--- src/rtl/bmp_binarize_ctrl.sv ---
// bmp_binarize_ctrl: in-place binarizer for a 24-bit BMP held in a dual-port RAM.
// Define BIN_WHITE_CNT_EN to add the white_cnt output (number of pixels written as 8'hFF).
`ifndef BYTE_WIDTH
`define BYTE_WIDTH 8
`endif
`ifndef ADDR_WIDTH
`define ADDR_WIDTH 20
`endif
`ifndef BMP_TOTAL_SIZE
`define BMP_TOTAL_SIZE 786486
`endif

module bmp_binarize_ctrl #(
  parameter int DATA_START = 54,
  parameter int DATA_END   = `BMP_TOTAL_SIZE
) (
  input  logic                     clk,
  input  logic                     rst_n,
  input  logic                     start,
  input  logic [`BYTE_WIDTH-1:0]   thr,
  output logic                     busy,
  output logic                     done,
  output logic                     RAM_ren1,
  output logic                     RAM_wen1,
  output logic [`ADDR_WIDTH-1:0]   RAM_addr1,
  output logic [`BYTE_WIDTH-1:0]   RAM_D1,
  input  logic [`BYTE_WIDTH-1:0]   RAM_Q1,
  output logic                     RAM_ren2,
  output logic                     RAM_wen2,
  output logic [`ADDR_WIDTH-1:0]   RAM_addr2,
  output logic [`BYTE_WIDTH-1:0]   RAM_D2
`ifdef BIN_WHITE_CNT_EN
  ,
  output logic [`ADDR_WIDTH-1:0]   white_cnt
`endif
);
  localparam int AW = `ADDR_WIDTH;
  localparam int BW = `BYTE_WIDTH;
  localparam int SW = BW + 2;
  localparam bit EMPTY = (DATA_END - DATA_START) < 3;
  localparam logic [AW:0] END_X = (AW+1)'(DATA_END);
  localparam logic [AW-1:0] P0 = AW'(DATA_START);

  typedef enum logic [3:0] {IDLE, RD0, RD1, RD2, RD3, CMP, WR0, WR1, WR2, DONE} state_t;
  state_t state;

  logic [AW-1:0] p;
  logic [SW-1:0] sum;
  logic [BW-1:0] thr_l;
  logic [SW-1:0] sum_q;
  logic [SW-1:0] thr3;
  logic [BW-1:0] pix;
  logic          last;

  assign RAM_wen1 = 1'b0;
  assign RAM_ren2 = 1'b0;
  assign RAM_D1   = '0;

  always_comb begin
    sum_q = sum + SW'(RAM_Q1);
    thr3  = {2'b00, thr_l} * SW'(3);
    pix   = (sum >= thr3) ? {BW{1'b1}} : {BW{1'b0}};
    // p still points at the pixel just written, so the next one must fit in p+3..p+5
    last  = ({1'b0, p} + (AW+1)'(6)) > END_X;
  end

  always_ff @(posedge clk or negedge rst_n) begin
    if (!rst_n) begin
      state     <= IDLE;
      p         <= P0;
      sum       <= '0;
      thr_l     <= '0;
      busy      <= 1'b0;
      done      <= 1'b0;
      RAM_ren1  <= 1'b0;
      RAM_addr1 <= '0;
      RAM_wen2  <= 1'b0;
      RAM_addr2 <= '0;
      RAM_D2    <= '0;
`ifdef BIN_WHITE_CNT_EN
      white_cnt <= '0;
`endif
    end else begin
      case (state)
        IDLE: if (start) begin
          thr_l <= thr;
          p     <= P0;
          sum   <= '0;
          busy  <= 1'b1;
`ifdef BIN_WHITE_CNT_EN
          white_cnt <= '0;
`endif
          if (EMPTY) begin
            state <= DONE;
            done  <= 1'b1;
          end else begin
            state     <= RD0;
            RAM_ren1  <= 1'b1;
            RAM_addr1 <= P0;
          end
        end
        RD0: begin
          RAM_addr1 <= p + AW'(1);
          state     <= RD1;
        end
        RD1: begin
          sum       <= sum_q;
          RAM_addr1 <= p + AW'(2);
          state     <= RD2;
        end
        RD2: begin
          sum   <= sum_q;
          state <= RD3;
        end
        RD3: begin
          sum      <= sum_q;
          RAM_ren1 <= 1'b0;
          state    <= CMP;
        end
        CMP: begin
          RAM_wen2  <= 1'b1;
          RAM_addr2 <= p;
          RAM_D2    <= pix;
`ifdef BIN_WHITE_CNT_EN
          if (pix[0]) white_cnt <= white_cnt + AW'(1);
`endif
          state <= WR0;
        end
        WR0: begin
          RAM_addr2 <= p + AW'(1);
          state     <= WR1;
        end
        WR1: begin
          RAM_addr2 <= p + AW'(2);
          state     <= WR2;
        end
        WR2: begin
          RAM_wen2 <= 1'b0;
          sum      <= '0;
          p        <= p + AW'(3);
          if (last) begin
            state <= DONE;
            done  <= 1'b1;
          end else begin
            state     <= RD0;
            RAM_ren1  <= 1'b1;
            RAM_addr1 <= p + AW'(3);
          end
        end
        DONE: begin
          done  <= 1'b0;
          busy  <= 1'b0;
          state <= IDLE;
        end
        default: state <= IDLE;
      endcase
    end
  end
endmodule
--- config.mk ---
export PLATFORM = sky130hd
export DESIGN_NAME = bmp_binarize_ctrl
export DESIGN_NICKNAME = d
export VERILOG_FILES = /design/src/rtl/bmp_binarize_ctrl.sv
export SDC_FILE = /design/constraint.sdc
export NUM_CORES = 1
export LEC_CHECK = 0
export ABC_AREA = 1
export CAP_MARGIN = 10
export CORE_MARGIN = 5
export CORE_UTILIZATION = 58
export DETAILED_ROUTE_END_ITERATION = 10
export GPL_TIMING_DRIVEN = 1
export PLACE_DENSITY_LB_ADDON = 0.15
export SLEW_MARGIN = 15
export SYNTH_ARGS = -nofsm -noshare
export SYNTH_HDL_FRONTEND = slang
export SYNTH_SLANG_ARGS = --single-unit
export TNS_END_PERCENT = 5
--- constraint.sdc ---
create_clock -name clk -period 5.79 [get_ports clk]
set_input_delay 0.579 -clock clk [delete_from_list [all_inputs] [get_ports clk]]
set_output_delay 0.579 -clock clk [all_outputs]
set_load 0.01 [all_outputs]
==> metrics.csv, run 1 <==
metric,value,unit
top-area cell type share of the netlist area,32.56,%
Worst EP arrival,3700,ps
Final Hold Viols,0,
CP max FO,23,
DIE WIDTH,114.9,um
core area,10790,sq um
internal power,1.870,mW
FMAX,0.2889,GHz
fin. max-slew vios,0,
total congestion overflow,0,
CTS sink cnt,87,
max cap viols,0,
power density over the cells,517.0,nW/um^2
TritonCTS buffer count,9,
maximum VDD drop,398.8,uV
"antenna viol nets, final",0,
"Buf+Inv Stages, Crit Path",3,
WS Path Type,register to register,
Detailed Routing Iterations Pass 1,5,
sequential fraction of the synthesis area,34.20,%
CTS tree,yes,
crit share post-route,59.79,%
setup total negative slack,0,ps
first-pass GRT wire length,31950,um
Logic pwr share,60.2,%
Final Skew,16.80,ps
Final Net Count,986,
Avg Inst Size Synth,7.233,sq um
#FFs+latches synth,87,
number of global-route vias before repair,5993,
min cycle time layout,3462,ps
Sw Share,50.25,%
P_leak,3.425,nW
total power,3.759,mW
reg2reg setup slack,2330,ps
H-Tree Depth,3,
distinct cell type count after synthesis,44,
Die Footprint,13200,sq um
sw power,1.889,mW
Hold Startpoint,RAM_addr1[15],
required time of the critical path,6030,ps
largest net degree at the start of global routing,82,
"area leader, netlist",dfrtp_1,
Reg-to-Reg Start,state[1],
slew margin rel.,15.91,%
row cnt,38,
Mapped Cells,882,
Post-Route WL,19830,um
routed via count,6408,
reg2reg path depth,11,
crit end category,register,
RSZ-0062 raised after global routing,false,
WL per Instance,18.42,um
Tightest Hold Check Type,register to register,
clock network power share,11.8,%
Post-synth EDFFs,0,
root cell of the clock tree,clkbuf_8,
Synth async-reset ratio,100.0,%
status,finished clean,
Initial Utilization,59.11,%
part of the power in registers,28.0,%
layout cell share with drive strength beyond 1,5.763,%
CP top delay family,simple AND/OR/NAND/NOR gates,
worst hold endpoint,RAM_addr1[15],
die height,114.9,um
Least-Margin Pin Slew,1254,ps
Diodes inserted,0,
"Max stage delay cell, worst path",dfrtp_1,
routability cong.,0.9889,
1st-iter DRT viols,763,
Hold Crit Depth,2,
Post-synth top flop,dfrtp_1,
drt drc,0,
FF-to-FF End,sum[9],
Synth-to-Final Area Change,13.96,%
GRT Resource Usage Total,31.10,%
Mapped Area,6380,sq um
later-pin clock latency in the skew report,390,ps
IO Count,81,
"Cell Chain, Critical Path",nor2_1 > inv_1 > nor2_1 > nand2_1 > nand2_1 > inv_1 > nor2_2 > inv_1 > nand2_1 > xor2_1 > nor2_1,
PortBufs,70,
synth warn,0,
synth top area cells,"dfrtp_1 (33%), nand2_1 (14%), ha_1 (6.5%), inv_1 (5.3%), nor2_1 (4.8%)",
largest buffer count on any clock path,2,
"Clk pin slew, worst setup/hold paths",90,ps
critical path's largest stage delay,630,ps
hpwl dp,14700,um
final setup vio count,0,
Worst Setup Start Kind,register,
DR vias/cell,5.950,
initial antenna violation count,0,
==> layout make-up <==
type	instances	area, sq um
multi-input cells	662	3612
inverters	96	360.3
clock inverters	3	42.54
well taps	140	175.2
flip-flops and latches	87	2182
fillers	924	3522
clock buffers	13	148.9
repair buffers	76	749.5
==> timing repair <==
action | 4_1_cts | 5_1_grt
hold buffers | 1 | 0
resized for setup | 0 | 0
setup buffers | 0 | 0
endpoints found under the hold margin | 6 | 0
==> worst max-delay path by stage <==
| stage | cells after the start | from | slack (ps) | end |
|---|---|---|---|---|
| 5_1_grt | 11 | state[1] | 2010 | sum[9] |
| 3_3_place_gp | 10 | start | 2600 | sum[9] |
| 3_5_place_dp | 11 | state[1] | 2430 | sum[9] |
| 4_1_cts | 11 | state[1] | 2410 | sum[9] |
| 6_report | 11 | state[1] | 2330 | sum[9] |
| 2_1_floorplan | 13 | thr_l[1] | 3240 | RAM_D2[6] |
==> cell usage after synthesis (3+ instances only) <==
cell type,number
a21oi_1,34
a22o_1,3
a31oi_1,4
buf_2,4
buf_4,19
clkbuf_1,19
clkinv_1,3
dfrtp_1,83
dfstp_2,4
ha_1,33
inv_1,90
inv_2,3
mux2_2,7
nand2_1,241
nand2_2,4
nand3_1,49
nand4_1,29
nor2_1,81
nor2_2,5
nor3_1,9
o2111ai_1,12
o211ai_1,7
o21ai_0,60
o21ai_1,3
o221ai_1,5
o22ai_1,10
xnor2_1,3
xor2_1,32
==> power by group through the flow <==
| stage | sequential, mW | combinational [mW] | clock [mW] |
|---|---|---|---|
| 4_1_cts | 1.04 | 2.23 | 0.446 |
| 3_5_place_dp | 1.05 | 2.21 | 0 |
| 6_report | 1.05 | 2.26 | 0.443 |
| 5_1_grt | 1.08 | 2.51 | 0.473 |
| 3_3_place_gp | 1.04 | 2.11 | 0 |
| 2_1_floorplan | 1.01 | 1.49 | 0 |
==> layout by cell type, fill, tap and decap left out, types with 3 or more instances in the layout <==
cell / n
a21oi_1: 34
a22o_1: 3
a31oi_1: 4
buf_4: 5
clkbuf_1: 3
clkbuf_8: 10
clkdlybuf4s50_1: 69
clkinv_1: 3
conb_1: 10
dfrtp_1: 83
dfstp_2: 4
ha_1: 33
inv_1: 90
inv_2: 3
mux2_2: 7
nand2_1: 241
nand2_2: 4
nand3_1: 49
nand4_1: 29
nor2_1: 80
nor2_2: 6
nor3_1: 8
o2111ai_1: 12
o211ai_1: 7
o21ai_0: 60
o21ai_1: 3
o221ai_1: 5
o22ai_1: 10
xnor2_1: 3
xor2_1: 32
==> routing by layer <==
layer	wire, um	track usage (%)	up-vias	share of wire (%)
met1	8874	45.87	2974	45
met3	2210	7.895	48	11
met2	8285	44.56	389	42
met4	463	10.49	0	2.3
li1	-	-	2997	-
met5	0	0	-	0
==> sequential cells by signal (all words and copies together) (netlist names) <==
register,count
busy,1
sum,10
RAM_D2,1
done,1
RAM_addr2,20
RAM_ren1,1
state,4
thr_l,8
RAM_wen2,1
p,20
RAM_addr1,20
==> cells by family (layout without fill, tap and decap cells) <==
kind of cell	Yosys count	count (layout)	synth area share, %
mux	7	7	1.236
fa+ha+maj	35	35	7.100
other cells	1	10	0.05878
compound gates	146	146	13.61
flops	87	87	34.20
xor+xnor	35	35	4.805
simple gates	429	429	29.16
buf+inv	142	188	9.825
==> through the flow <==
| stage | hold WS [ps] | cells | util [%] | worst slack [ps] | cell area (sq um) |
|---|---|---|---|---|---|
| 4_1_cts | 482.5 | 1077 | 67.33 | 2408 | 7267 |
| 3_5_place_dp | 392.7 | 1060 | 65.46 | 2425 | 7066 |
| 2_1_floorplan | 283.4 | 891 | - | 3241 | 6414 |
| 3_3_place_gp | 389.9 | 1060 | 65.46 | 2604 | 7066 |
| 6_report | 474.2 | 1077 | 67.37 | 2328 | 7271 |
| 5_1_grt | 496.8 | 1077 | 67.37 | 2009 | 7271 |
==> worst reg2reg max path: cells and delay by family (launching register included) <==
| family | cells | cell delay, ps |
|---|---|---|
| flops | 1 | 630 |
| xor+xnor | 1 | 150 |
| simple gates | 7 | 1900 |
| buf+inv | 3 | 630 |
Power figures use the tool's default switching activity.
==> run 2: changes to the inputs <==
Settings changed: CORE_UTILIZATION 58 to 57.
Clock period 5.79 ns to 3.2 ns, I/O delays scaled along.
==> run 2 against run 1 <==
Net effect:
- fmax rose by 19%
- via count fell by 1.3%
- total power rose by 80%
- critical path depth rose by 2
- global-route usage fell by 0.77 points
- non-clock buffer count rose by 12
==> metrics.csv, run 2 (synthesized netlist as in run 1, its figures left out) <==
metric,value,unit
"most common cell after layout, fill and taps aside",nand2_1,
layout cell share with drive strength beyond 1,6.962,%
Post-Place Cells,1072,
power density over the cells,918.7,nW/um^2
total congestion overflow,0,
"leading cell types in the layout, fill and taps excluded","nand2_1 (241), inv_1 (90), dfrtp_1 (83), nor2_1 (80), clkdlybuf4s50_1 (69)",
TritonCTS buffer count,9,
Post-DP Area,7163,sq um
"Buf+Inv Stages, Crit Path",0,
"Max stage delay cell, worst path",dfrtp_1,
crit end category,register,
PortBufs,70,
root cell of the clock tree,clkbuf_8,
setup total negative slack,0,ps
hpwl dp,14640,um
Worst EP arrival,3170,ps
"antenna viol nets, final",0,
Top Registers,"RAM_addr1: 20 flops, RAM_addr2: 20 flops, p: 20 flops",
slew margin rel.,47.47,%
CTS sink cnt,87,
drt drc,0,
met2 Use GR,43.92,%
"Cell Chain, Critical Path",ha_1 > fa_1 > a21oi_1 > o21ai_0 > a21oi_1 > o21bai_1 > a21oi_1 > ha_1 > a21oi_1 > o21a_1 > nand3_1 > a31oi_1 > o21ai_0,
P_leak,3.483,nW
CP top delay family,compound AO/OA/AOI/OAI gates,
status,finished clean,
final setup vio count,0,
crit share post-route,90.84,%
Post-Route WL,19500,um
Final WS setup,293.2,ps
first-pass GRT wire length,31420,um
critical path's largest stage delay,450,ps
Final Skew,11.28,ps
CP max FO,4,
RSZ-0062 raised after global routing,false,
total power,6.750,mW
IO Count,81,
CTS tree,yes,
postcts setup bufs,0,
Tightest Hold Check Type,register to register,
row cnt,38,
required time of the critical path,3470,ps
H-Tree Depth,3,
fillers,985,
core area,10890,sq um
max cap viols,0,
M1 GR Usage,43.11,%
"Clk pin slew, worst setup/hold paths",90,ps
DIE WIDTH,115.8,um
Final Net Count,998,
Reg area,2182,sq um
Diodes inserted,0,
Least-Margin Pin Slew,785.0,ps
min cycle time layout,2907,ps
Hold Slack,476.2,ps
met3 usage,8.930,%
die height,115.8,um
Layout Cells excl Fill,1088,
"Top cell by count, worst path",a21oi_1,
WL per Instance,17.93,um
busiest grt layer,met2,
routed via count,6327,
post-place setup slack,378.0,ps
GRT Resource Usage Total,30.34,%
initial antenna violation count,0,
Detailed Routing Iterations Pass 1,5,
later-pin clock latency in the skew report,380,ps
largest net degree at the start of global routing,88,
WS Path Type,register to register,
largest buffer count on any clock path,2,
Multi-input gate area,3607,sq um
post-CTS sizing,0,
Final Hold Viols,0,
1st-iter DRT viols,632,
Initial Utilization,58.60,%
final instance area,7347,sq um
number of global-route vias before repair,5986,
routability cong.,0.9959,
Synth-to-Final Area Change,15.16,%
fin. max-slew vios,0,
DR vias/cell,5.815,
Worst Setup Start Kind,register,
Die Footprint,13410,sq um
Finished Core Util,67.48,%
FMAX,0.3440,GHz
maximum VDD drop,716.7,uV
run 2: power by group:
part / internal (mW) / switching, mW / total, mW
Sequential: 1.48 / 0.413 / 1.90
Clock: 0.320 / 0.417 / 0.737
Combinational: 1.57 / 2.55 / 4.12
Total: 3.37 / 3.38 / 6.75
run 2: per-layer routing:
metal	wire (um)	share of wire, %
met1	8370	43
met2	8172	42
met3	2440	13
met4	520	2.7
met5	0	0
run 2: timing repair:
action	in CTS	in global routing
hold buffers	1	0
endpoints found under the setup margin	0	0
hold endpoints to repair	43	0
run 2: final cells by class:
cell class	count	share of cell area [%]
sequential	87	29.70
clock buffer	12	2.112
timing repair buffer	88	11.55
inverter	96	4.905
tap	140	2.384
multi-input combinational	662	49.10
clock inverter	3	0.2554
run 2: worst min-delay path, delay by kind of cell (launching register included):
family / cells / cell delay (ps)
flip-flops: 1 / 350
AND/OR/NAND/NOR: 2 / 90
run 2: path summary, 6_finish.rpt:
kind	from	end	slack [ps]	depth (start not counted)
max	thr_l[1]	RAM_D2[6]	290	13
min	RAM_addr1[14]	RAM_addr1[14]	480	2
max reg2reg	thr_l[1]	RAM_D2[6]	290	13
min reg2reg	RAM_addr1[14]	RAM_addr1[14]	480	2
max in group asynchronous	rst_n	p[4]	2290	3
min in group asynchronous	rst_n	sum[3]	510	3
